`src/rtl/i2s_clock_controller_if.sv`:
```
// Control/status bundle between the I2S clock sequencer and its user.
// The sequencer side is the master: it takes enable and drives the bus clocks and status.
interface i2s_clock_controller_if;
    logic enable;
    logic sck;
    logic ws;
    logic frame_start;
    logic running;
    logic busy;

    modport master (
        input  enable,
        output sck,
        output ws,
        output frame_start,
        output running,
        output busy
    );

    modport slave (
        output enable,
        input  sck,
        input  ws,
        input  frame_start,
        input  running,
        input  busy
    );
endinterface

```
`src/rtl/i2s_clock_controller.sv`:
```
// Primary-side I2S bit-clock / word-select sequencer with mic start-up hold-off
// and a clean stop on the next frame boundary.
module i2s_clock_controller #(
    parameter int SCK_DIV     = 16,
    parameter int SLOT_BITS   = 32,
    parameter int STARTUP_SCK = 262144
) (
    input  logic                         m_axis_aclk,
    input  logic                         m_axis_aresetn,
    i2s_clock_controller_if.master       bus
);
    localparam int DW = $clog2(SCK_DIV);
    localparam int BW = $clog2(SLOT_BITS);
    localparam int SW = $clog2(STARTUP_SCK + 1);

    localparam logic [DW-1:0] DCNT_MAX = DW'(SCK_DIV - 1);
    localparam logic [BW-1:0] BCNT_MAX = BW'(SLOT_BITS - 1);
    localparam logic [SW-1:0] SCNT_MAX = SW'(STARTUP_SCK);

    typedef enum logic [1:0] {
        IDLE    = 2'd0,
        STARTUP = 2'd1,
        RUN     = 2'd2,
        DRAIN   = 2'd3
    } state_t;

    state_t        state;
    logic [DW-1:0] dcnt;
    logic [BW-1:0] bcnt;
    logic [SW-1:0] scnt;

    logic rise_evt;
    logic fall_evt;
    logic boundary;

    assign rise_evt = !bus.sck && (dcnt == DCNT_MAX);
    assign fall_evt =  bus.sck && (dcnt == DCNT_MAX);
    // ws is about to return to the left slot: the end of a full frame
    assign boundary = fall_evt && (bcnt == BCNT_MAX) && bus.ws;

    always_ff @(posedge m_axis_aclk or negedge m_axis_aresetn) begin
        if (!m_axis_aresetn) begin
            state           <= IDLE;
            dcnt            <= '0;
            bcnt            <= '0;
            scnt            <= '0;
            bus.sck         <= 1'b0;
            bus.ws          <= 1'b0;
            bus.frame_start <= 1'b0;
            bus.running     <= 1'b0;
            bus.busy        <= 1'b0;
        end else begin
            bus.frame_start <= 1'b0;
            if (state == IDLE) begin
                dcnt        <= '0;
                bcnt        <= '0;
                scnt        <= '0;
                bus.sck     <= 1'b0;
                bus.ws      <= 1'b0;
                bus.running <= 1'b0;
                bus.busy    <= bus.enable;
                if (bus.enable) begin
                    state <= STARTUP;
                end
            end else begin
                if (dcnt == DCNT_MAX) begin
                    dcnt    <= '0;
                    bus.sck <= ~bus.sck;
                end else begin
                    dcnt <= dcnt + 1'b1;
                end

                if (fall_evt) begin
                    if (bcnt == BCNT_MAX) begin
                        bcnt   <= '0;
                        bus.ws <= ~bus.ws;
                    end else begin
                        bcnt <= bcnt + 1'b1;
                    end
                end

                if (rise_evt && (scnt != SCNT_MAX)) begin
                    scnt <= scnt + 1'b1;
                end

                case (state)
                    STARTUP: begin
                        if (!bus.enable) begin
                            state    <= IDLE;
                            dcnt     <= '0;
                            bcnt     <= '0;
                            scnt     <= '0;
                            bus.sck  <= 1'b0;
                            bus.ws   <= 1'b0;
                            bus.busy <= 1'b0;
                        end else if (boundary && (scnt == SCNT_MAX)) begin
                            state           <= RUN;
                            bus.running     <= 1'b1;
                            bus.frame_start <= 1'b1;
                        end
                    end
                    RUN: begin
                        if (boundary) begin
                            bus.frame_start <= 1'b1;
                        end
                        if (!bus.enable) begin
                            state       <= DRAIN;
                            bus.running <= 1'b0;
                        end
                    end
                    DRAIN: begin
                        // busy is left high here and cleared by IDLE one cycle later
                        if (boundary) begin
                            state   <= IDLE;
                            bus.sck <= 1'b0;
                            bus.ws  <= 1'b0;
                        end
                    end
                    default: begin
                        state <= IDLE;
                    end
                endcase
            end
        end
    end
endmodule

```
`src/flat_wrapper.sv`:
```
// flat-port wrapper written by rule: the top's interface ports become plain ports
module i2s_clock_controller_flat 
#(
    parameter int SCK_DIV     = 16,
    parameter int SLOT_BITS   = 32,
    parameter int STARTUP_SCK = 262144
)
  (m_axis_aclk, m_axis_aresetn, bus_enable, bus_sck, bus_ws, bus_frame_start, bus_running, bus_busy);
  i2s_clock_controller_if bus_i ();
  input  logic m_axis_aclk;
  input  logic m_axis_aresetn;
  input wire logic [$bits(bus_i.enable)-1:0] bus_enable;
  output wire logic [$bits(bus_i.sck)-1:0] bus_sck;
  output wire logic [$bits(bus_i.ws)-1:0] bus_ws;
  output wire logic [$bits(bus_i.frame_start)-1:0] bus_frame_start;
  output wire logic [$bits(bus_i.running)-1:0] bus_running;
  output wire logic [$bits(bus_i.busy)-1:0] bus_busy;
  assign bus_i.enable = bus_enable;
  assign bus_sck = bus_i.sck;
  assign bus_ws = bus_i.ws;
  assign bus_frame_start = bus_i.frame_start;
  assign bus_running = bus_i.running;
  assign bus_busy = bus_i.busy;
  i2s_clock_controller #(.SCK_DIV(SCK_DIV), .SLOT_BITS(SLOT_BITS), .STARTUP_SCK(STARTUP_SCK)) u_core (.m_axis_aclk(m_axis_aclk), .m_axis_aresetn(m_axis_aresetn), .bus(bus_i));
endmodule
```
`config.mk`:
```
export PLATFORM = sky130hd
export DESIGN_NAME = i2s_clock_controller_flat
export DESIGN_NICKNAME = d
export VERILOG_FILES = /design/src/rtl/i2s_clock_controller_if.sv /design/src/rtl/i2s_clock_controller.sv /design/src/flat_wrapper.sv
export SDC_FILE = /design/constraint.sdc
export NUM_CORES = 1
export LEC_CHECK = 0
export BUFFER_PORTS_ARGS = -buffer_cell sky130_fd_sc_hd__buf_2
export CAP_MARGIN = 25
export CORE_UTILIZATION = 60
export CTS_CLUSTER_SIZE = 8
export DETAILED_ROUTE_END_ITERATION = 6
export PLACE_DENSITY = 0.77
export SLEW_MARGIN = 15
export SYNTH_ARGS = -nofsm -noshare
export SYNTH_HDL_FRONTEND = slang
export SYNTH_SLANG_ARGS = --single-unit
```
`constraint.sdc`:
```
create_clock -name m_axis_aclk -period 3.3 [get_ports m_axis_aclk]
set_input_delay 0.66 -clock m_axis_aclk [delete_from_list [all_inputs] [get_ports m_axis_aclk]]
set_output_delay 0.66 -clock m_axis_aclk [all_outputs]
set_load 0.1 [all_outputs]
```
======== After elaboration in Yosys (flattened, before gate mapping) ========
Cells that the tools add are included.
word-level totals
  output and inout bits ................... 5
  register bits after elaboration ......... 35
  logic and storage cells ................. 84
  input port bits ......................... 3
cells by class
  mux-type cells .......................... 43
  bitwise operators ....................... 2
  reduce and logical (&&, ||, !) cells .... 13
  equality and inequality tests ........... 14
  add/subtract/negate cells ............... 3
operators with widths
  cell                   count
  $mux 19                4
  $mux 5                 5
  $add 19x1->19 const B  1
  $eq 19x19->1 const B   1
  $mux 1                 19
  $ne 19x19->1 const B   1
  $mux 4                 4
  $mux 2                 6
  $pmux 1 s2             4
  $reduce_and 4->1       2
  $logic_and 1x1->1      6
  $ne 3x1->1 const B     2
  $ne 3x2->1 const B     2
  $pmux 2 s3             1
  $add 5x1->5 const B    1
  $eq 5x5->1 const B     1
  $add 4x1->4 const B    1
  $eq 2x2->1 const B     2
  $eq 4x4->1 const B     1
  $ne 4x2->1 const B     1
  $reduce_bool 3->1      1
  $eq 2x1->1 const B     1
  $logic_not 2->1        1
  $ne 2x1->1 const B     1
  5 further kinds        6

======== Logic depth before layout (Yosys ltp) ========
  word-level depth ........................ 9
  gate-level depth with buffers ........... 9
  gate-level depth less buffers ........... 8

======== Least setup slack after synthesis ========
No wires, ideal clock.
  path kind ............................... register to register
  from .................................... register u_core.bus.sck
  to ...................................... register u_core.state[1]
  stages on the path, launching flop included .. 7
  slack ................................... 1157 ps
  data arrival time ....................... 2021 ps
  required time ........................... 3178 ps
  path buffers ............................ 1
  clock period less this slack ............ 2143 ps
  setup time .............................. 122 ps
  path through ............................ dfrtp_1 ha_1 buf_2 nand3_1 nor3_2 o311ai_1 a32o_1
between the ends
  longest elaborated chain between the ends .. 6
  elaborated cells between the ends (all ways) .. 7
  classes of those cells .................. eq/ne (2); reduce/logical (5)
RTL lines
  what                              line                           source
  from (decl)                       i2s_clock_controller_if.sv:13  output sck,
  from (signal assigned)            i2s_clock_controller.sv:68     bus.sck <= ~bus.sck;
  $logic_and 1x1->1 *               i2s_clock_controller.sv:37     assign fall_evt = bus.sck && (dcnt == DCNT_MAX);
  $logic_and 1x1->1 * (2 in a row)  i2s_clock_controller.sv:39     assign boundary = fall_evt && (bcnt == BCNT_MAX) && bus.ws;
  $logic_and 1x1->1                 i2s_clock_controller.sv:96     end else if (boundary && (scnt == SCNT_MAX)) begin
  $ne 4x2->1 (no line)              -
  $reduce_and 4->1 (no line) *      -
  to (signal assigned)              i2s_clock_controller.sv:43     state <= IDLE;
  to (signal assigned)              i2s_clock_controller.sv:97     state <= RUN;
  to (signal assigned)              i2s_clock_controller.sv:107    state <= DRAIN;
  to (decl)                         i2s_clock_controller.sv:27     state_t state;
Mark *: on every way between the ends. The rest lies on a longest branch, timed or not.
A chain may end at the register's enable or synchronous reset.

======== Worst setup path after layout ========
  from .................................... register u_core.dcnt[0]
  to ...................................... register u_core.scnt[17]
between the ends
  longest elaborated chain between the ends .. 7
RTL lines
  what                    line                        source
  from (decl)             i2s_clock_controller.sv:28  logic [DW-1:0] dcnt;
  from (signal assigned)  i2s_clock_controller.sv:70  dcnt <= dcnt + 1'b1;
  $eq 4x4->1 *            i2s_clock_controller.sv:36  assign rise_evt = !bus.sck && (dcnt == DCNT_MAX);
  $logic_and 1x1->1 *     i2s_clock_controller.sv:36
  $logic_and 1x1->1 *     i2s_clock_controller.sv:82  if (rise_evt && (scnt != SCNT_MAX)) begin
  $mux 19 *               i2s_clock_controller.sv:82
  $mux 19                 i2s_clock_controller.sv:88  if (!bus.enable) begin
  $mux 19 *               i2s_clock_controller.sv:86  case (state)
  $mux 19 *               i2s_clock_controller.sv:54  if (state == IDLE) begin
  to (signal assigned)    i2s_clock_controller.sv:83  scnt <= scnt + 1'b1;
  to (decl)               i2s_clock_controller.sv:30  logic [SW-1:0] scnt;
Marked as above.

==> impl_metrics.ini <==
[status]
status = completed

[clock_network]
cts_tree = built
cts_root_buffer = clkbuf_4
postCtsSetupRepairBufs = 0
clock_path_buffers = 2
cts_buffers = 5
cts_hold_buffers = 0
htree_levels = 2
clkLatencyLatePin_ns = 0.34
ctsResizeCount = 0
clkTransAtPathRegs_ns = 0.10
cts.sinks = 35

[power_and_ir_drop]
p_per_area_nw_per_um2 = 533.8
p_int_uw = 678.2
p_sw_share_pct = 38.35
ir_drop_mv = 0.5673
comb_power_share_pct = 32.2
power_switching_uw = 421.9
total_power_uw = 1100
leakagePower_uw = 0.0009162
power_frac_seq_pct = 44.1
pwr-share-clk_pct = 23.8

[sta]
slew-limit-headroom_pct = 45.31
fin_crit_ns = 2.195
maxSlewViolCount = 0
fin_worst_skew_ns = 0.009062
rsz0062_at_grt = no
fmax_mhz = 455.5
finalHoldViolCount = 0
finalWorstSetupSlack_ns = 1.105
setup_viol = 0
worst_pin_slew_ns = 0.8203
fin_tns_setup_ns = 0
period_share_pct = 66.53

[place]
place.gp.congestion = 0.8516
post-place-ws_ns = 1.113
io_buffer_count = 7
dp_hpwl_mm = 2.567

[floorplanning]
dieHeight_um = 58.60
coreArea_um2 = 3053
fp.dieW_um = 58.60
start_util_pct = 62.95
ios = 8
die-area_um2 = 3433
row_count = 20

[synth]
syn_nets = 212
syn_area_per_cell_um2 = 9.756
yosysWarnings = 0
ys_dominant_reg_cell = dfrtp_1
synth_top_area_share_pct = 45.57
synthesis.area_um2 = 1922
ys_types = 39
ys_ff_latch = 35
synth_edf_count = 0
netlist_instances = 197
yosys.area.top_type = dfrtp_1
synth.area.top_cells = dfrtp_1, ha_1, xor2_1
seq_area_frac_synth_pct = 45.57
synthArstFlopShare_pct = 100.0

[setup_path]
required_ns = 3.50
critPathKind = reg2reg
arrival_ns = 2.39
critPathMaxFanout = 11
cp-end-kind = flop
start_kind = flop

[worst_hold_path]
worstHoldPathType = in2async

[global_route]
grt_max_degree = 36
grt.total_usage_pct = 25.36
grt_pass1_vias = 1449
grt_first_pass_wirelength_mm = 6.437
grt_remaining_overflow = 0
antenna_found_initial = 0

[layout]
nets = 221
diodes = 0
drive_gt1_share_pct = 10.63
area_growth_pct = 7.227

[drt]
wirelength_mm = 3.607
wl_per_cell_um = 14.37
first_pass_iters = 4
vias_per_cell = 5.833
drc = 0
ant_nets = 0
first_iter_violations = 81
vias = 1464

[run]
maxCapViolCount = 0
[layer usage]
layer | GRT usage (%) | vias up | share of wire, %
met3 | 6.593 | 5 | 5.2
li1 | - | 715 | -
met5 | 0 | - | 0
met1 | 34.31 | 711 | 46
met4 | 8.163 | 0 | 1.2
met2 | 40.23 | 33 | 48
[cells in the final DEF (no fill, tap or decap), types with 6 or more instances in the layout]
master and count:
a21oi_1 7, buf_2 7, nand4_1 6, and3_1 7, dfrtp_1 35, nor3_1 6
nand2_1 12, xor2_1 14, o21ai_0 10, nand3_1 9, nor2_1 29, xnor2_1 6
ha_1 12, inv_1 6
[synthesized netlist by cell type, types with 2 or more instances]
library cell and count:
mux2i_1 3, xnor2_1 6, nor2_1 29, nand2_1 12, nor4_1 2, nand4_1 6, o21ai_0 10, dfrtp_1 35
a21oi_1 7, nor4_2 2, and3_1 7, inv_1 6, ha_1 12, nand3_1 9, xor2_1 14, nor3_1 6
clkbuf_1 4, nor3b_1 3, or3_1 4
[final cells by class]
cell class / count / area [um^2]
sequential: 35 / 875.8
tap: 44 / 55.05
inverter: 6 / 22.52
clock buffer: 8 / 68.82
multi-input combinational: 151 / 1003
timing repair buffer: 7 / 35.03
fill: 247 / 992.2
[registers in the layout, summed over array words and instances (netlist names)]
signal / cells
u_core.bus.ws: 1
u_core.bcnt: 5
u_core.dcnt: 4
u_core.bus.running: 1
u_core.bus.busy: 1
u_core.bus.sck: 1
u_core.state: 2
u_core.scnt: 19
u_core.bus.frame_start: 1
[kinds of logic (layout without fill, tap and decap cells)]
logic type      after synthesis  after routing  share of synthesized area [%]
fa+ha+maj                    12             12                          7.812
compound gates               27             27                          9.115
flops                        35             35                          45.57
mux                           3              3                          1.563
simple gates                 89             89                          24.61
buf+inv                      11             21                          2.213
xor+xnor                     20             20                          9.115
[final timing paths]
path                                    to  slack (ns)      startpoint  cells after the start
max                        u_core.scnt[17]        1.10  u_core.dcnt[0]                      8
min                         u_core.bcnt[2]        0.38  m_axis_aresetn                      1
max reg2reg                u_core.scnt[17]        1.10  u_core.dcnt[0]                      8
min reg2reg                 u_core.dcnt[0]        0.49  u_core.dcnt[0]                      1
max in group asynchronous   u_core.scnt[9]        2.45  m_axis_aresetn                      1
min in group m_axis_aclk    u_core.dcnt[0]        0.49  u_core.dcnt[0]                      1
[critical path: stages, from the launching register on]
cell	delay (ns)
dfrtp_1	0.39
ha_1	0.18
and3_1	0.23
ha_1	0.44
and4_1	0.29
and3_1	0.20
nand3_1	0.11
xor2_1	0.16
nor2_1	0.05
[power by group through the flow]
stage / Clock (uW) / Combinational (uW) / Sequential (uW)
after floorplan: 0 / 199 / 576
after global placement: 0 / 342 / 490
after detailed placement: 0 / 357 / 493
after CTS: 270 / 360 / 485
after global routing: 293 / 394 / 488
final: 262 / 354 / 485
[stage by stage]
| stage | hold slack [ns] | utilization (%) | instances | instance area (um^2) |
|---|---|---|---|---|
| 3_5_place_dp | 0.4760 | 65.25 | 243 | 1992 |
| 3_3_place_gp | 0.4508 | 65.25 | 243 | 1992 |
| 4_1_cts | 0.3989 | 67.50 | 251 | 2061 |
| 2_1_floorplan | 0.3644 | - | 197 | 1922 |
| 6_report | 0.3753 | 67.50 | 251 | 2061 |
| 5_1_grt | 0.4375 | 67.50 | 251 | 2061 |
Power figures use the tool's default switching activity.
